===== src/rtl/knap_search_if.sv =====
// Handshake bundle between the knapsack search controller, its host and the
// subset checker. The master side is the controller; the slave side is the
// host/checker pair that drives start/abort and returns verdicts.
// Optional feature macro: KNAP_SOLN_COUNT_EN adds the sol_count signal.
interface knap_search_if #(
    parameter int N = 13
);
    logic         start;
    logic         abort;
    logic [N-1:0] cand;
    logic         cand_vld;
    logic         chk_valid;
    logic         busy;
    logic         done;
    logic         found;
    logic [N-1:0] solution;
`ifdef KNAP_SOLN_COUNT_EN
    logic [N:0]   sol_count;

    modport master (
        input  start, abort, chk_valid,
        output cand, cand_vld, busy, done, found, solution, sol_count
    );
    modport slave (
        output start, abort, chk_valid,
        input  cand, cand_vld, busy, done, found, solution, sol_count
    );
`else
    modport master (
        input  start, abort, chk_valid,
        output cand, cand_vld, busy, done, found, solution
    );
    modport slave (
        output start, abort, chk_valid,
        input  cand, cand_vld, busy, done, found, solution
    );
`endif
endinterface


===== src/rtl/knap_search_ctrl.sv =====
// Knapsack search controller: sweeps selection vectors 0..2^N-1 into a
// pipelined subset checker (latency CHK_LAT, 0..4) and reports the
// lowest-index selection the checker accepts.
// Optional feature macro: KNAP_SOLN_COUNT_EN -- sweep all candidates and
// count every accepted selection in sol_count.
module knap_search_ctrl #(
    parameter int N       = 13,
    parameter int CHK_LAT = 1
) (
    input  logic          clk,
    input  logic          rst,
    knap_search_if.master bus
);
    typedef enum logic [1:0] {IDLE, SCAN, DONE} state_t;

    localparam logic [N-1:0] LAST_CAND = '1;

    state_t       state_q, state_d;
    logic [N-1:0] cand_q;
    logic         issue_done_q;
    logic         found_q;
    logic [N-1:0] solution_q;
    logic         emerg_vld;
    logic [N-1:0] emerg_cand;
    logic         accept;
    logic         hit;
    logic         last_tag;
    logic         early_stop;
    logic         complete;
    logic         flush;

    assign accept   = (state_q == IDLE) && bus.start && !bus.abort;
    assign hit      = emerg_vld && bus.chk_valid;
    assign last_tag = emerg_vld && (emerg_cand == LAST_CAND);

`ifdef KNAP_SOLN_COUNT_EN
    logic [N:0] sol_count_q;
    assign early_stop    = 1'b0;
    assign bus.sol_count = sol_count_q;
`else
    assign early_stop = hit;
`endif

    // Responses return in issue order, so the tag for 2^N-1 is the last one.
    assign complete = early_stop || last_tag;

    // State register.
    always_ff @(posedge clk) begin
        // NOTE: sequential state uses non-blocking assignments so every
        // register samples pre-edge values regardless of statement order.
        if (rst) state_q <= IDLE;
        else     state_q <= state_d;
    end

    // Next-state and status outputs.
    always_comb begin
        // NOTE: every output gets a default first, so no path leaves it
        // unassigned and no latch is inferred.
        state_d  = state_q;
        flush    = 1'b0;
        bus.busy = 1'b0;
        bus.done = 1'b0;
        unique case (state_q)
            IDLE: if (accept) state_d = SCAN;
            SCAN: begin
                bus.busy = 1'b1;
                if (bus.abort) begin
                    state_d = IDLE;
                    flush   = 1'b1;
                end else if (complete) begin
                    state_d = DONE;
                    flush   = 1'b1;
                end
            end
            DONE: begin
                bus.done = 1'b1;
                state_d  = IDLE;
            end
            default: state_d = IDLE;
        endcase
    end

    // Issue counter, result capture and optional hit counter.
    always_ff @(posedge clk) begin
        if (rst) begin
            cand_q       <= '0;
            issue_done_q <= 1'b1;
            found_q      <= 1'b0;
            solution_q   <= '0;
`ifdef KNAP_SOLN_COUNT_EN
            sol_count_q  <= '0;
`endif
        end else if (accept) begin
            cand_q       <= '0;
            issue_done_q <= 1'b0;
            found_q      <= 1'b0;
            solution_q   <= '0;
`ifdef KNAP_SOLN_COUNT_EN
            sol_count_q  <= '0;
`endif
        end else if (state_q == SCAN) begin
            if (bus.abort) begin
                issue_done_q <= 1'b1;
                found_q      <= 1'b0;
                solution_q   <= '0;
`ifdef KNAP_SOLN_COUNT_EN
                sol_count_q  <= '0;
`endif
            end else begin
                if (hit && !found_q) begin
                    solution_q <= emerg_cand;
                    found_q    <= 1'b1;
                end
`ifdef KNAP_SOLN_COUNT_EN
                if (hit) sol_count_q <= sol_count_q + 1'b1;
`endif
                // The done flag, not counter wrap, ends issuing; cand holds.
                if (complete) begin
                    issue_done_q <= 1'b1;
                end else if (!issue_done_q) begin
                    if (cand_q == LAST_CAND) issue_done_q <= 1'b1;
                    else                     cand_q       <= cand_q + 1'b1;
                end
            end
        end
    end

    assign bus.cand     = cand_q;
    assign bus.cand_vld = (state_q == SCAN) && !issue_done_q;
    assign bus.found    = found_q;
    assign bus.solution = solution_q;

    generate
        if (CHK_LAT == 0) begin : g_comb_tag
            assign emerg_vld  = bus.cand_vld;
            assign emerg_cand = cand_q;
        end else begin : g_tag_pipe
            logic [CHK_LAT-1:0] tag_vld_q;
            logic [N-1:0]       tag_cand_q [CHK_LAT];

            // Valid bits of the in-flight tags; cleared on reset and flush.
            always_ff @(posedge clk) begin
                if (rst || flush) begin
                    tag_vld_q <= '0;
                end else begin
                    tag_vld_q[0] <= bus.cand_vld;
                    for (int i = 1; i < CHK_LAT; i++) tag_vld_q[i] <= tag_vld_q[i-1];
                end
            end

            // Candidate payload of the in-flight tags.
            always_ff @(posedge clk) begin
                // NOTE: the payload array is not reset; it is only read when
                // its valid bit, which is reset, is set.
                tag_cand_q[0] <= cand_q;
                for (int i = 1; i < CHK_LAT; i++) tag_cand_q[i] <= tag_cand_q[i-1];
            end

            assign emerg_vld  = tag_vld_q[CHK_LAT-1];
            assign emerg_cand = tag_cand_q[CHK_LAT-1];
        end
    endgenerate
endmodule


===== src/flat_wrapper.sv =====
// flat-port wrapper written by rule: the top's interface ports become plain ports
module knap_search_ctrl_flat 
#(
    parameter int N       = 13,
    parameter int CHK_LAT = 1
)
  (clk, rst, bus_start, bus_abort, bus_chk_valid, bus_cand, bus_cand_vld, bus_busy, bus_done, bus_found, bus_solution);
  knap_search_if #(.N(N)) bus_i ();
  input  logic clk;
  input  logic rst;
  input wire logic [$bits(bus_i.start)-1:0] bus_start;
  input wire logic [$bits(bus_i.abort)-1:0] bus_abort;
  input wire logic [$bits(bus_i.chk_valid)-1:0] bus_chk_valid;
  output wire logic [$bits(bus_i.cand)-1:0] bus_cand;
  output wire logic [$bits(bus_i.cand_vld)-1:0] bus_cand_vld;
  output wire logic [$bits(bus_i.busy)-1:0] bus_busy;
  output wire logic [$bits(bus_i.done)-1:0] bus_done;
  output wire logic [$bits(bus_i.found)-1:0] bus_found;
  output wire logic [$bits(bus_i.solution)-1:0] bus_solution;
  assign bus_i.start = bus_start;
  assign bus_i.abort = bus_abort;
  assign bus_i.chk_valid = bus_chk_valid;
  assign bus_cand = bus_i.cand;
  assign bus_cand_vld = bus_i.cand_vld;
  assign bus_busy = bus_i.busy;
  assign bus_done = bus_i.done;
  assign bus_found = bus_i.found;
  assign bus_solution = bus_i.solution;
  knap_search_ctrl #(.N(N), .CHK_LAT(CHK_LAT)) u_core (.clk(clk), .rst(rst), .bus(bus_i));
endmodule

===== config.mk =====
export PLATFORM = sky130hd
export DESIGN_NAME = knap_search_ctrl_flat
export DESIGN_NICKNAME = d
export VERILOG_FILES = /design/src/rtl/knap_search_if.sv /design/src/rtl/knap_search_ctrl.sv /design/src/flat_wrapper.sv
export SDC_FILE = /design/constraint.sdc
export NUM_CORES = 1
export LEC_CHECK = 0
export BUFFER_PORTS_ARGS = -buffer_cell sky130_fd_sc_hd__buf_2
export CAP_MARGIN = 20
export CORE_ASPECT_RATIO = 0.7
export CORE_MARGIN = 2
export CORE_UTILIZATION = 47
export DETAILED_ROUTE_END_ITERATION = 8
export GPL_ROUTABILITY_DRIVEN = 0
export PLACE_DENSITY = 0.84
export SYNTH_ARGS = -nofsm -noshare
export SYNTH_HDL_FRONTEND = slang
export SYNTH_SLANG_ARGS = --single-unit
export TNS_END_PERCENT = 1

===== constraint.sdc =====
create_clock -name clk -period 1.71 [get_ports clk]
set_input_delay 0.2565 -clock clk [delete_from_list [all_inputs] [get_ports clk]]
set_output_delay 0.2565 -clock clk [all_outputs]
set_load 0.005 [all_outputs]

==> results of run 1 <==
## layout by cell type (no fill, tap or decap), drive strengths merged, types with 2 or more instances in the layout
cell type / count
a22oi: 13
nand4: 5
clkbuf: 6
or3: 10
nor2b: 2
or3b: 2
nor3: 3
and2: 3
and4: 2
buf: 68
a21oi: 11
and3: 3
nand2: 7
nand3: 10
o21ai: 12
dfxtp: 44
nor2: 19
a21o: 2
## cell families after synthesis
family | count (synthesis) | synth area share, %
AO/OA/AOI/OAI | 39 | 14.9
XOR/XNOR | 1 | 0.556
adder cells (fa/ha/maj) | 1 | 0.794
buffers and inverters | 9 | 2.78
flip-flops | 44 | 55.9
multiplexers | 1 | 0.635
AND/OR/NAND/NOR | 69 | 24.4
## timing repair
action                                  CTS  global route
endpoints found under the setup margin   13            14
cloned                                    2             0
pin swaps                                10             6
buffers inserted                          1             3
gates resized for setup                   7            10
hold buffers                              0             0
## flip-flops by register name, summed over array words and instances (netlist names)
| register | count |
|---|---|
| u_core.bus.solution | 13 |
| u_core.bus.found | 1 |
| u_core.issue_done_q | 1 |
| u_core.emerg_vld | 1 |
| u_core.bus.cand | 13 |
| u_core.state_q | 2 |
| u_core.g_tag_pipe.tag_cand_q | 13 |
## worst max path at each step
stage | end | slack [ns]
2_1_floorplan | u_core.bus.cand[10]$_SDFFE_PP0P_ | 0.003
3_3_place_gp | u_core.bus.cand[3]$_SDFFE_PP0P_ | -0.13
3_5_place_dp | u_core.bus.cand[8]$_SDFFE_PP0P_ | -0.19
4_1_cts | u_core.bus.cand[11]$_SDFFE_PP0P_ | -0.03
5_1_grt | u_core.bus.cand[4]$_SDFFE_PP0P_ | -0.16
6_report | u_core.bus.cand[6]$_SDFFE_PP0P_ | -0.09
## per-stage QoR
step / setup slack (ns) / hold slack (ns)
after floorplan: 0.00301 / 0.326
after global placement: -0.130 / 0.393
after detailed placement: -0.186 / 0.402
after CTS: -0.0303 / 0.172
after global routing: -0.159 / 0.190
final: -0.0930 / 0.186
## cell type report
type | instances | area [sq um]
fillers | 231 | 931
flip-flops and latches | 44 | 887
multi-input cells | 113 | 724
repair buffers | 69 | 454
clock buffers | 6 | 82.6
well taps | 38 | 47.5
clock inverters | 2 | 38.8
inverters | 1 | 3.75
## power by group
group / internal, mW / switching, mW
logic: 0.0298 / 0.0346
registers: 1.03 / 0.00305
clock network: 0.478 / 0.373
total: 1.53 / 0.411
## metal layers
| layer | GRT usage [%] | part of all wire (%) |
|---|---|---|
| met4 | 8.64 | 0.64 |
| met2 | 33.9 | 45 |
| met3 | 9.04 | 7.4 |
| met1 | 30.6 | 47 |
| met5 | 0 | 0 |
==> run metrics, run 1 <==
min Tclk post-route=1.80 ns; gr ovfl total=0; cell area after placement=2000 sq um; TritonCTS Sinks=44; final instance area=2240 sq um; yosys warns=0; 1st-iter DRT viols=between 60 and 70; failing checks=setup timing; initial core utilization=about 50%; Layout Cells excl Fill=273; Synth Area per Inst=9.61 sq um; Buf/Inv on CP=1; Rel. slew slack=between 70 and 80%; reg2reg setup slack=-0.09 ns; top_reg_cell synth=dfxtp_1; EDFF count, synth=0; hold path depth=2; Seq/Total Area, Yosys=55.9%; via count=1531; synth-to-layout area growth=42.0%; row count=17; Commonest cells post-synth=44 x dfxtp_1, 19 x nor2_1, 13 x a22oi_1; Req. time, crit path=1.95 ns; post-synthesis cell count=roughly 160; Die X=73.2 um; placed insts=259; First-pass DRT Iterations=4; post-synth top area cell=dfxtp_1; Synth top area share=a little under three fifths; crit path launch=u_core.state_q[1]$_SDFFE_PP0P_; CTS Buf Count=5; antenna violations before repair=0; RSZ-0062 raised after global routing=yes; largest net degree at the start of global routing=19; WL/cell=15.5 um; Cell Pwr Density=slightly below 900 nW/um^2; fraction of layout cells with a size suffix above 1=40.4%; Power, Total=1.95 mW; gr usage total=23.1%; slowest stage delay, CP=0.41 ns; most numerous cell in the Yosys netlist=dfxtp_1; Max-Cap Viols=0; Clock Path Buffers=2; Final Setup Violations=9; FF+latch count, synth=between 40 and 50; nets=240; IO buf count=34; core area=3170 sq um; fin util=70.6%; Setup TNS=-0.491 ns; TritonCTS clock tree=done; peak supply drop=between 500 and 600 uV; Setup Skew=roughly 0.0065 ns; Reg-to-Reg End=u_core.bus.cand[6]$_SDFFE_PP0P_; worst reg2reg startpoint=u_core.state_q[1]$_SDFFE_PP0P_; final-report hold violation count=0; latest clock arrival within the worst-skew pair=0.30 ns; fmax=0.555 GHz; fin. max-slew vios=0; DRC errors left=0; pin slew with the least headroom to its limit=about 0.45 ns; hold path endpoint=u_core.emerg_vld$_SDFF_PP0_; clock-pin slew on the worst setup and hold paths=0.09 ns; hpwl dp=2.73 mm; distinct cell type count after synthesis=31; Die H=52.5 um; async set-reset flop share out of synthesis=0%; startpoint types=flip-flop; vias in the first global route=approximately 1.4k; slowest CP cell=or3_4; crit-path cells=or3b_4 > nor3b_4 > buf_6 > nand3_4 > or3_4 > a21oi_2; fin crit share=105%; H-tree depth reported by CTS=2; CP Depth=6; Setup CP Type=reg -> reg; worst min path class=in -> reg; n_diodes=0; CP Capture Type=flip-flop; IO Count=35; final wirelength=4.24 mm; mapped cell area=1580 sq um; Worst Path Max Fanout=6; Worst path top cell family by delay=simple AND/OR/NAND/NOR gates; root buffer cell=clkbuf_8; top area cells in the synthesized netlist=dfxtp_1 56%, a22oi_1 6.2%, nor2_1 4.5%, or3_1 4.0%, o21ai_0 3.8%; WP data arrival=~2.0 ns; Antenna Nets Post-Route=0; status=finished with violations; first-pass GRT wire length=6.43 mm; routed vias/inst=5.61; total die area=just under 4000 sq um; hold_sp=rst; PnR worst setup slack=-0.0930 ns; cell leakage power=0.950 nW; synthesized net count=170; FF-to-FF path depth=6
Note: power is estimated with default switching activity, not from simulation.
==> inputs of run 2 (changes only) <==
- CORE_ASPECT_RATIO: 0.7 -> unset
- CTS_BUF_LIST: unset -> sky130_fd_sc_hd__clkbuf_8 sky130_fd_sc_hd__clkbuf_16
==> run metrics, run 2 (synthesis results as in run 1) <==
root buffer cell=clkbuf_8; startpoint types=flip-flop; slowest stage delay, CP=0.40 ns (about the same); core area=3280 sq um (+3.6%); internal power=1.35 mW (-12%); H-tree depth reported by CTS=2 (unchanged); initial core utilization=48.0% (-1.7 points); crit-path cells=or3b_4 > nor3b_4 > nand3_4 > or3_1 > a21oi_1; Buf/Inv on CP=0 (-1); crit path launch=u_core.state_q[1]$_SDFFE_PP0P_; Setup TNS=-0.827 ns (-0.336 ns); n_diodes=0 (unchanged); WP data arrival=2.09 ns (+0.05 ns); status=finished with violations; most frequent cells in the layout=42 x dfxtp_1, 34 x buf_2, 20 x buf_4; final instance area=2100 sq um (-6.4%); failing checks=setup timing; Die H=61.9 um (+18%); synth-to-layout area growth=32.9%; 1st-iter DRT viols=122 (+82%); fin util=63.8% (-6.8 points); Rel. slew slack=76.7% (+6.7 points); hold_sp=rst; # hold bufs at CTS=0 (unchanged); row count=21 (+4); gr usage total=20.1% (-3.1 points); clock share of power=37.1% (-6.6 points); pin slew with the least headroom to its limit=0.349 ns (-0.0989 ns); Setup Skew=0.00649 ns (+0.00000653 ns); cell leakage power=0.860 nW (-9.5%); CP Capture Type=flip-flop; routed vias/inst=5.49 (-2.1%); fin crit share=110% (+4.4 points); DRC errors left=0 (unchanged); sequential power share=59.0% (+6.1 points); Logic pwr share=3.9% (+0.6 points); PnR worst setup slack=-0.168 ns (-0.0747 ns); worst min path class=in -> reg; peak supply drop=378 uV (-33%); gr ovfl total=0 (unchanged); CTS Buf Count=5 (unchanged); Worst Path Max Fanout=8 (+2); TritonCTS clock tree=done; Die X=61.9 um (-15%); Worst path top cell family by delay=simple AND/OR/NAND/NOR gates; Setup CP Type=reg -> reg; largest net degree at the start of global routing=17 (-2); antenna violations before repair=0 (unchanged); RSZ-0062 raised after global routing=yes; fmax=0.533 GHz (-4.0%); Clock Path Buffers=2 (unchanged); first-pass GRT wire length=5.45 mm (-15%); nets=226 (-5.8%); WL/cell=13.7 um (-12%); Antenna Nets Post-Route=0 (unchanged); vias in the first global route=1221 (-11%); TritonCTS Sinks=44 (unchanged); final wirelength=3.66 mm (-14%); latest clock arrival within the worst-skew pair=0.29 ns (about the same); Req. time, crit path=1.93 ns (-0.02 ns); Net Sw Frac=22.7% (+1.6 points); Cell Pwr Density=832 nW/um^2 (-4.2%); IO Count=35 (unchanged); slowest CP cell=or3b_4; Final Setup Violations=11 (+2); net load switching power=395 uW (-3.8%); min Tclk post-route=1.88 ns (+0.0747 ns); fraction of layout cells with a size suffix above 1=34.8% (-5.6 points); total die area=3830 sq um (-0.20%); First-pass DRT Iterations=4 (unchanged); hpwl dp=2.41 mm (-12%); final-report hold violation count=0 (unchanged); via count=1466 (-4.2%); Max-Cap Viols=0 (unchanged); fin. max-slew vios=0 (unchanged); clock-pin slew on the worst setup and hold paths=0.08 ns (about the same); IO buf count=34 (unchanged); worst reg2reg startpoint=u_core.state_q[1]$_SDFFE_PP0P_; cell area after placement=1940 sq um (-3.0%); commonest non-fill, non-tap cell in the layout=dfxtp_1
[run 2: cell types whose count changed in the layout (fill, tap and decap cells not counted), moves of 2 or more]
cell	delta
buf_4	-12
clkinvlp_4	+2
dfxtp_1	+3
dfxtp_2	-3
[run 2: area by class of cell]
cell class	instances	area, sq um
clock inverters	3	23.8
inverters	1	3.75
repair buffers	56	360
clock buffers	5	68.8
multi-input cells	112	698
well taps	46	57.6
flip-flops and latches	44	883
fillers	266	1190
[run 2: metal layers]
metal  GRT usage [%]  share of wire, %
met1            24.3                43
met2            31.3                50
met3            6.63               4.4
met4            11.2               2.5
met5               0                 0
[run 2: final timing paths]
path                                                                    to  slack (ns)  cells after the start
worst min-delay path                        u_core.state_q[1]$_SDFFE_PP0P_        0.21                      2
worst max-delay path                       u_core.bus.cand[8]$_SDFFE_PP0P_       -0.17                      5
worst min register to register  u_core.g_tag_pipe.tag_cand_q[0][5]$_DFF_P_        0.40                      0
worst max register to register             u_core.bus.cand[8]$_SDFFE_PP0P_       -0.17                      5
[run 2: timing repair]
item / CTS / global route
resized for setup: 1 / 10
setup buffers: 1 / 1
gates cloned: 0 / 1
pin swaps: 4 / 13
setup endpoints to repair: 13 / 14
[run 2: through the flow]
stage | worst slack (ns) | power (mW) | hold slack, ns | std cells
CTS | -0.0511 | 1.75 | 0.213 | 265
finish | -0.168 | 1.74 | 0.209 | 267
global route | -0.180 | 1.81 | 0.221 | 267
detailed placement | -0.172 | 1.12 | 0.380 | 256
global placement | -0.110 | 1.12 | 0.380 | 256
floorplan | 0.00301 | 1.08 | 0.326 | 164
[run 2: power by group through the flow]
stage,clock [mW],sequential [mW],combinational [mW]
after floorplan,0,1.05,0.0299
after global placement,0,1.05,0.0620
after detailed placement,0,1.05,0.0636
after CTS,0.655,1.03,0.0649
after global routing,0.704,1.03,0.0725
final,0.647,1.03,0.0677
